## src/rtl/ir_pkg.sv

```systemverilog
// Shared constants and helpers for the instruction queue.
package ir_pkg;

   localparam int IR_DATA_W = 16;
   localparam logic [IR_DATA_W-1:0] BUS_IDLE = '0;

   function automatic int ptr_w(input int depth);
      return $clog2(depth);
   endfunction

endpackage

```

## src/rtl/ir_queue_mem.sv

```systemverilog
// Circular storage for the instruction queue: array, pointers, occupancy, full/empty.
module ir_queue_mem
   import ir_pkg::*;
#(
   parameter int DATA_W = IR_DATA_W,
   parameter int DEPTH  = 4,
   parameter int CNT_W  = $clog2(DEPTH) + 1
) (
   input  logic              clk,
   input  logic              rst,
   input  logic              push,
   input  logic              pop,
   input  logic              flush,
   input  logic [DATA_W-1:0] wr_data,
   output logic [DATA_W-1:0] rd_data,
   output logic [CNT_W-1:0]  count,
   output logic              full,
   output logic              empty
);

   localparam int PW = ptr_w(DEPTH);

   logic [DATA_W-1:0] mem [DEPTH];
   logic [PW-1:0]     wr_ptr_q, wr_ptr_d;
   logic [PW-1:0]     rd_ptr_q, rd_ptr_d;
   logic [CNT_W-1:0]  count_q, count_d;

   // DEPTH is a power of two, so pointer wrap is just natural overflow.
   always_comb begin
      wr_ptr_d = wr_ptr_q;
      rd_ptr_d = rd_ptr_q;
      count_d  = count_q;
      if (flush) begin
         wr_ptr_d = '0;
         rd_ptr_d = '0;
         count_d  = '0;
      end else begin
         if (push) wr_ptr_d = wr_ptr_q + PW'(1);
         if (pop)  rd_ptr_d = rd_ptr_q + PW'(1);
         case ({push, pop})
            2'b10:   count_d = count_q + CNT_W'(1);
            2'b01:   count_d = count_q - CNT_W'(1);
            default: count_d = count_q;
         endcase
      end
   end

   always_ff @(posedge clk or posedge rst) begin
      if (rst) begin
         wr_ptr_q <= '0;
         rd_ptr_q <= '0;
         count_q  <= '0;
      end else begin
         wr_ptr_q <= wr_ptr_d;
         rd_ptr_q <= rd_ptr_d;
         count_q  <= count_d;
      end
   end

   always_ff @(posedge clk) begin
      if (push && !flush) mem[wr_ptr_q] <= wr_data;
   end

   assign rd_data = mem[rd_ptr_q];
   assign count   = count_q;
   assign full    = (count_q == CNT_W'(DEPTH));
   assign empty   = (count_q == '0);

endmodule

```

## src/rtl/ir_queue.sv

```systemverilog
// Instruction queue in front of the CU with registered bus/ALU copies of the head.
// Optional same-cycle empty-queue bypass: define IR_QUEUE_BYPASS_EN.
module ir_queue
   import ir_pkg::*;
#(
   parameter int DATA_W = IR_DATA_W,
   parameter int DEPTH  = 4,
   parameter int CNT_W  = $clog2(DEPTH) + 1
) (
   input  logic              clk,
   input  logic              rst,
   input  logic [DATA_W-1:0] im_data,
   input  logic              im_valid,
   output logic              im_ready,
   input  logic              flush,
   output logic [DATA_W-1:0] cu_instr,
   output logic              cu_valid,
   input  logic              cu_take,
   input  logic              ld_bus,
   input  logic              ld_alu,
   output logic [DATA_W-1:0] bus_out,
   output logic              bus_oe,
   output logic [DATA_W-1:0] alu_out,
   output logic [CNT_W-1:0]  count
);

   logic [DATA_W-1:0] rd_data;
   logic              full, empty;
   logic              push, pop;
   logic [DATA_W-1:0] bus_out_q, bus_out_d;
   logic              bus_oe_q, bus_oe_d;
   logic [DATA_W-1:0] alu_out_q, alu_out_d;

   ir_queue_mem #(
      .DATA_W (DATA_W),
      .DEPTH  (DEPTH),
      .CNT_W  (CNT_W)
   ) u_mem (
      .clk     (clk),
      .rst     (rst),
      .push    (push),
      .pop     (pop),
      .flush   (flush),
      .wr_data (im_data),
      .rd_data (rd_data),
      .count   (count),
      .full    (full),
      .empty   (empty)
   );

   always_comb begin
      im_ready = !full && !flush;
      cu_valid = !empty && !flush;
      cu_instr = rd_data;
      push     = im_valid && im_ready;
      pop      = cu_take && cu_valid;
`ifdef IR_QUEUE_BYPASS_EN
      // A word arriving at an empty queue is offered directly; if taken it is never stored.
      if (empty && im_valid && !flush) begin
         cu_valid = 1'b1;
         cu_instr = im_data;
         push     = !cu_take;
         pop      = 1'b0;
      end
`endif
   end

   // Loads copy the pre-pop head; flush idles the bus but leaves the ALU operand alone.
   always_comb begin
      bus_out_d = DATA_W'(BUS_IDLE);
      bus_oe_d  = 1'b0;
      alu_out_d = alu_out_q;
      if (!flush) begin
         if (ld_bus && cu_valid) begin
            bus_out_d = cu_instr;
            bus_oe_d  = 1'b1;
         end else if (ld_alu && cu_valid) begin
            alu_out_d = cu_instr;
         end
      end
   end

   always_ff @(posedge clk or posedge rst) begin
      if (rst) begin
         bus_out_q <= DATA_W'(BUS_IDLE);
         bus_oe_q  <= 1'b0;
         alu_out_q <= '0;
      end else begin
         bus_out_q <= bus_out_d;
         bus_oe_q  <= bus_oe_d;
         alu_out_q <= alu_out_d;
      end
   end

   assign bus_out = bus_out_q;
   assign bus_oe  = bus_oe_q;
   assign alu_out = alu_out_q;

endmodule

```

## config.mk

```make
export PLATFORM = sky130hd
export DESIGN_NAME = ir_queue
export DESIGN_NICKNAME = d
export VERILOG_FILES = /design/src/rtl/ir_pkg.sv /design/src/rtl/ir_queue_mem.sv /design/src/rtl/ir_queue.sv
export SDC_FILE = /design/constraint.sdc
export NUM_CORES = 1
export LEC_CHECK = 0
export BUFFER_PORTS_ARGS = -buffer_cell sky130_fd_sc_hd__buf_2
export CORE_MARGIN = 3
export CORE_UTILIZATION = 49
export DETAILED_ROUTE_END_ITERATION = 10
export GPL_ROUTABILITY_DRIVEN = 0
export HOLD_SLACK_MARGIN = 0.1
export PLACE_DENSITY = 0.8
export SETUP_SLACK_MARGIN = 0.3
export SLEW_MARGIN = 20
export SYNTH_ARGS = -nofsm -noshare
export SYNTH_HDL_FRONTEND = slang
export SYNTH_SLANG_ARGS = --single-unit
```

## constraint.sdc

```tcl
create_clock -name clk -period 1.7 [get_ports clk]
set_input_delay 0 -clock clk [delete_from_list [all_inputs] [get_ports clk]]
set_output_delay 0 -clock clk [all_outputs]
set_load 0.01 [all_outputs]
```

Word-level counts from Yosys, hierarchy flattened
Memory sizes are Yosys's and may differ from the RTL's.
Cells that the tools add are included.
{"block": "totals", "regBits": 40, "latchBits": 0, "mem_bits_rw": 64, "romBits": 0, "in_bits": 23, "output_inout_bits": 54, "word_cells": 43, "mem_count": 1}
{"name": "u_mem.mem", "words": 4, "word_bits": 16, "read_ports": 1, "rd_ports_with_merged_regs": 0, "write_ports": 1, "line": "ir_queue_mem.sv:23", "text": "logic [DATA_W-1:0] mem [DEPTH];"}
{"block": "op_classes", "add_sub_neg": 4, "n_mul": 0, "div_mod_pow": 0, "order_cmp": 0, "n_eq_ne": 3, "shift": 0, "muxes": 12, "n_bitwise": 2, "reduce_logical": 15}
{"op": "2-to-1 mux 16 bit", "n": 2}
{"op": "2-to-1 mux 2 bit", "n": 4}
{"op": "logical AND 1 bit", "n": 7}
{"op": "case mux 3 bit (2 select lines)", "n": 1}
{"op": "adder 2 x 1 -> 2 bit (second input constant)", "n": 2}
{"op": "2-to-1 mux 1 bit", "n": 4}
{"op": "nonzero test 2 bit", "n": 2}
{"op": "adder 3 x 1 -> 3 bit (second input constant)", "n": 1}
{"op": "equality test 3 bit (second input constant)", "n": 1}
{"op": "logical NOT 1 bit", "n": 3}
{"op": "logical NOT 3 bit", "n": 1}
{"op": "2-to-1 mux 3 bit", "n": 1}
{"op": "AND reduction 3 bit", "n": 1}
{"op": "nonzero test 3 bit", "n": 1}
{"op": "subtractor 3 x 1 -> 3 bit (second input constant)", "n": 1}
{"op": "equality test 2 x 1 -> 1 bit (second input constant)", "n": 1}
{"op": "equality test 2 bit (second input constant)", "n": 1}
{"op": "inverter 1 bit", "n": 2}

Depth between registers and ports, before layout
{"block": "logic_depth", "ltp_word": 7, "mapped_depth": 8, "depth_no_buf": 7}

Cells and area by module
A second synthesis with hierarchy kept.
{"block": "hier_totals", "cells_unflattened": 202, "area_unflattened_um2": 3970.1}
{"module": "ir_queue_mem", "instances": 1, "cells_each": 128, "area_each_um2": 2792.7, "seq_area_each_um2": 2097.0}
{"module": "ir_queue", "instances": 1, "cells_each": 74, "area_each_um2": 1177.4, "seq_area_each_um2": 825.8}

Worst setup path before layout
No wires, ideal clock.
{"block": "synth_timing", "path_type": "reg-to-reg", "from": "reg u_mem.count_q[0] (netlist: u_mem.count[0])", "to": "reg u_mem.count_q[1] (netlist: u_mem.count[1])", "setup_time_ns": 0.122, "arrival_ns": 1.785, "required_time_ns": 1.578, "path_slack_ns": -0.207, "stages_incl_launch_ff": 7, "path_buffers": 0, "period_less_slack_ns": 1.907, "path_cell_list": "dfrtp_1 > nor3_2 > nor2_1 > nand2_1 > nor2_1 > fa_1 > a32o_1"}
{"block": "synth_between", "elab_chain_cells": 7, "word_cells_on_any_way": 15, "classes_between": "add/sub (2); eq/ne (3); mux (2); reduce/logical (8)"}
{"element": "start, declared", "line": "ir_queue_mem.sv:26", "text": "logic [CNT_W-1:0] count_q, count_d;"}
{"element": "start signal, assigned", "line": "ir_queue_mem.sv:56", "text": "count_q <= count_d;"}
{"element": "equality test 3 bit / logical NOT 3 bit (equally long branches)", "line": "ir_queue_mem.sv:66, ir_queue_mem.sv:67"}
{"element": "logical NOT 1 bit (on tied branches)", "line": "ir_queue.sv:52, ir_queue.sv:53"}
{"element": "logical AND 1 bit (on tied branches)", "line": "ir_queue.sv:52, ir_queue.sv:53"}
{"element": "logical AND 1 bit (on tied branches)", "line": "ir_queue.sv:55, ir_queue.sv:56"}
{"element": "equality test 2 x 1 -> 1 bit / equality test 2 bit (equally long branches)", "line": "ir_queue_mem.sv:40", "text": "case ({push, pop})"}
{"element": "case mux 3 bit (2 select lines)", "line": "ir_queue_mem.sv:40"}
{"element": "2-to-1 mux 3 bit", "line": "ir_queue_mem.sv:33", "text": "if (flush) begin"}
Parallel ways exist; a longest one is shown, timed or not.
A chain may end at the register's enable or synchronous reset.

Worst setup path after layout
{"block": "layout_timing", "from": "reg u_mem.count_q[1] (netlist: u_mem.count[1])", "to": "reg u_mem.count_q[1] (netlist: u_mem.count[1])"}
Same word-level chain as after synthesis.

==> run metrics <==
status complete, but fails checks; failing checks setup timing; row count 32; Clock Skew about 0.012 ns; setup slack after layout -0.05358 ns; Worst Path Arrival a little over 2 ns; Hold Path Class primary input to flip-flop; share of layout cells above drive strength 1 between 50% and 60%; main combinational cell family by area after synthesis multiplexers; fin. max-slew vios 0; Die Span X between 90 and 100 um; Core Box Area approximately 7900 sq um; worst slew pin tran 0.5241 ns; most instantiated library cell after synthesis edfxtp_1; DRC 0; synth unique cells 34; syn_nets between 200 and 250; Synth Area in Simple Gates about 6.8%; max cap viols 0; via count around 2.8k; Max Fclk approximately 570 MHz; largest net degree at the start of global routing between 40 and 50; overall routed net length roughly 12000 um; Min Clock Period, post-route roughly 1.8 ns; Req. time, crit path 1.97 ns; CP startpoint kind flip-flop; GRT Util Overall a little under a quarter; die height 97.13 um; #FFs+latches synth about 100; post-layout power between 7 and 8 mW; initial antenna violation count 0; Synth area leaders edfxtp_1 (47%), dfrtp_1 (25%), mux4_2 (8.9%), mux2_4 (3.7%), and3_1 (2.5%); Synth Area per Inst 18.66 sq um; Vias per Instance 5.828; worst reg2reg setup slack -0.05 ns; antenna viol nets, final 0; Top Ports 77; Leakage Power ~2.4 nW; area share of the largest cell type after synthesis between 40% and 50%; mux cell area share after synthesis about 14%; crit end category flip-flop; Critical R2R Launch u_mem.count[1]; startpoint of the worst hold path im_valid; Die Footprint between 9000 and 10000 sq um; total grt overflow 0; post-synthesis xor/xnor area fraction less than 1%; routed len/inst 24.54 um; H-Tree Depth 3; clk_lat worst skew between 0.3 and 0.4 ns; vias in the first global route between 2k and 3k; Final Util between 70% and 80%; sequential cell area fraction in the yosys report between 70% and 80%; Final Hold Vio Count 0; CTS buffer count 9; RSZ-0062 raised after global routing true; dpl hpwl 5707 um; adder-cell share of the synthesized area between 1.5 and 2%; IO buf count 76; post-synthesis instance area roughly 4000 sq um; nets roughly 400; critical path fanouts, max 4; Num Clock Sinks 104; Placed Cells roughly 400; setup slack at placement -0.001957 ns; ys async rst share between 30% and 40%; CTS tree built; Peak VDD IR between 0.4 and 0.5 mV; first-pass GRT wire length around 16000 um; slew margin rel. between 60% and 70%; period utilization 103.2%; top cells by count, synth edfxtp_1 (64), dfrtp_1 (40), and3_1 (16), mux4_2 (16), mux2_4 (10); Compound-Gate Fraction of Synth Area about 2%; CTS max path bufs 2; cells after synthesis between 200 and 250; power per cell area ~1300 nW/um^2; DR iter-0 viols between 300 and 400; Layout area overhead 41.79%; critical path class flip-flop to flip-flop; Main synth FF type edfxtp_1; Yosys top cell by area edfxtp_1; final std cells w/o fill between 400 and 500; # setup viols final 24; # diodes 0; yosys warns 0; CP Launch Point u_mem.count[1]; clk root buf clkbuf_8; Initial Util 51.59%; clock-pin slew on the worst setup and hold paths ~0.11 ns; DR pass1 iterations 5; number of synthesized flops with an enable pin 64
## what timing repair did
item,4_1_cts,5_1_grt
resized for setup,51,22
endpoints found under the setup margin,117,122
pin swaps,12,10
endpoints found under the hold margin,116,0
setup buffers,12,16
hold buffers,23,0
cloned,5,2
## report_power, final
part           switching, mW  internal (mW)
registers              0.228           3.01
logic                   1.05           1.32
clock network          0.916          0.744
## sequential cells by signal (all words and copies together) (netlist names)
signal,flops
u_mem.rd_ptr_q,2
bus_oe,1
u_mem.wr_ptr_q,2
alu_out,16
u_mem.count,3
u_mem.mem,64
bus_out,16
## metal layers
metal | track usage, % | vias up | part of all wire, %
li1 | - | 1130 | -
met1 | 31.83 | 1386 | 39
met2 | 36.09 | 206 | 49
met3 | 4.810 | 29 | 9.1
met4 | 11.56 | 0 | 2.9
met5 | 0 | - | 0
## worst paths after layout
kind | to | cells past startpoint
max | u_mem.count[1] | 5
min | u_mem.count[2] | 4
max reg2reg | u_mem.count[1] | 5
min reg2reg | alu_out[15] | 1
max in group asynchronous | u_mem.count[0] | 4
min in group asynchronous | bus_out[11] | 4
## cell type report
class	instances	area [sq um]
Multi-Input combinational cell	100	1244
Clock buffer	11	173.9
Inverter	6	22.52
Timing Repair Buffer	144	1227
Sequential cell	104	2928
Tap cell	102	127.6
Clock inverter	5	46.29
Fill cell	422	2118
## layout by cell type (no fill, tap or decap), types with 2 or more instances in the layout
cell and instances:
dfrtp_2 4, clkbuf_16 5, buf_4 20, buf_6 31, buf_12 3, and3_4 10, nor3b_4 2, clkbuf_8 9
dlygate4sd3_1 23, edfxtp_1 64, nor3_4 2, ha_1 4, dfrtp_1 36, mux2_4 17, xnor2_1 2, nor2_2 3
inv_6 4, and2_4 8, buf_8 2, and3_1 6, o21ai_0 4, buf_2 61, mux4_2 16, inv_1 6
nor2_1 5, nand2_1 2
## critical path: stages (launching register included)
cell	delay, ns
dfrtp_2	0.48
nor3b_4	0.29
nor3_4	0.07
nor2_1	0.13
fa_2	0.45
a32o_1	0.22
## cells by family (layout without fill, tap and decap cells)
group	Yosys count	count (layout)
AOI/OAI and AO/OA	13	13
xor gates and xnor gates	4	4
adders and majority gates	5	5
buffers and inverters	17	166
DFF	104	104
muxes	33	33
and+or+nand+nor	42	45
## metrics by stage
| step | TNS, ns | instance area (sq um) | hold WS (ns) |
|---|---|---|---|
| global route | -1.403 | 5769 | 0.1780 |
| detailed placement | -0.002671 | 4698 | 0.1550 |
| finish | -0.5539 | 5769 | 0.1559 |
| global placement | 0 | 4698 | 0.1464 |
| CTS | -0.02400 | 5522 | 0.1110 |
| floorplan | -0.6454 | 4138 | 0.09887 |
(Power assumes the default switching activity.)
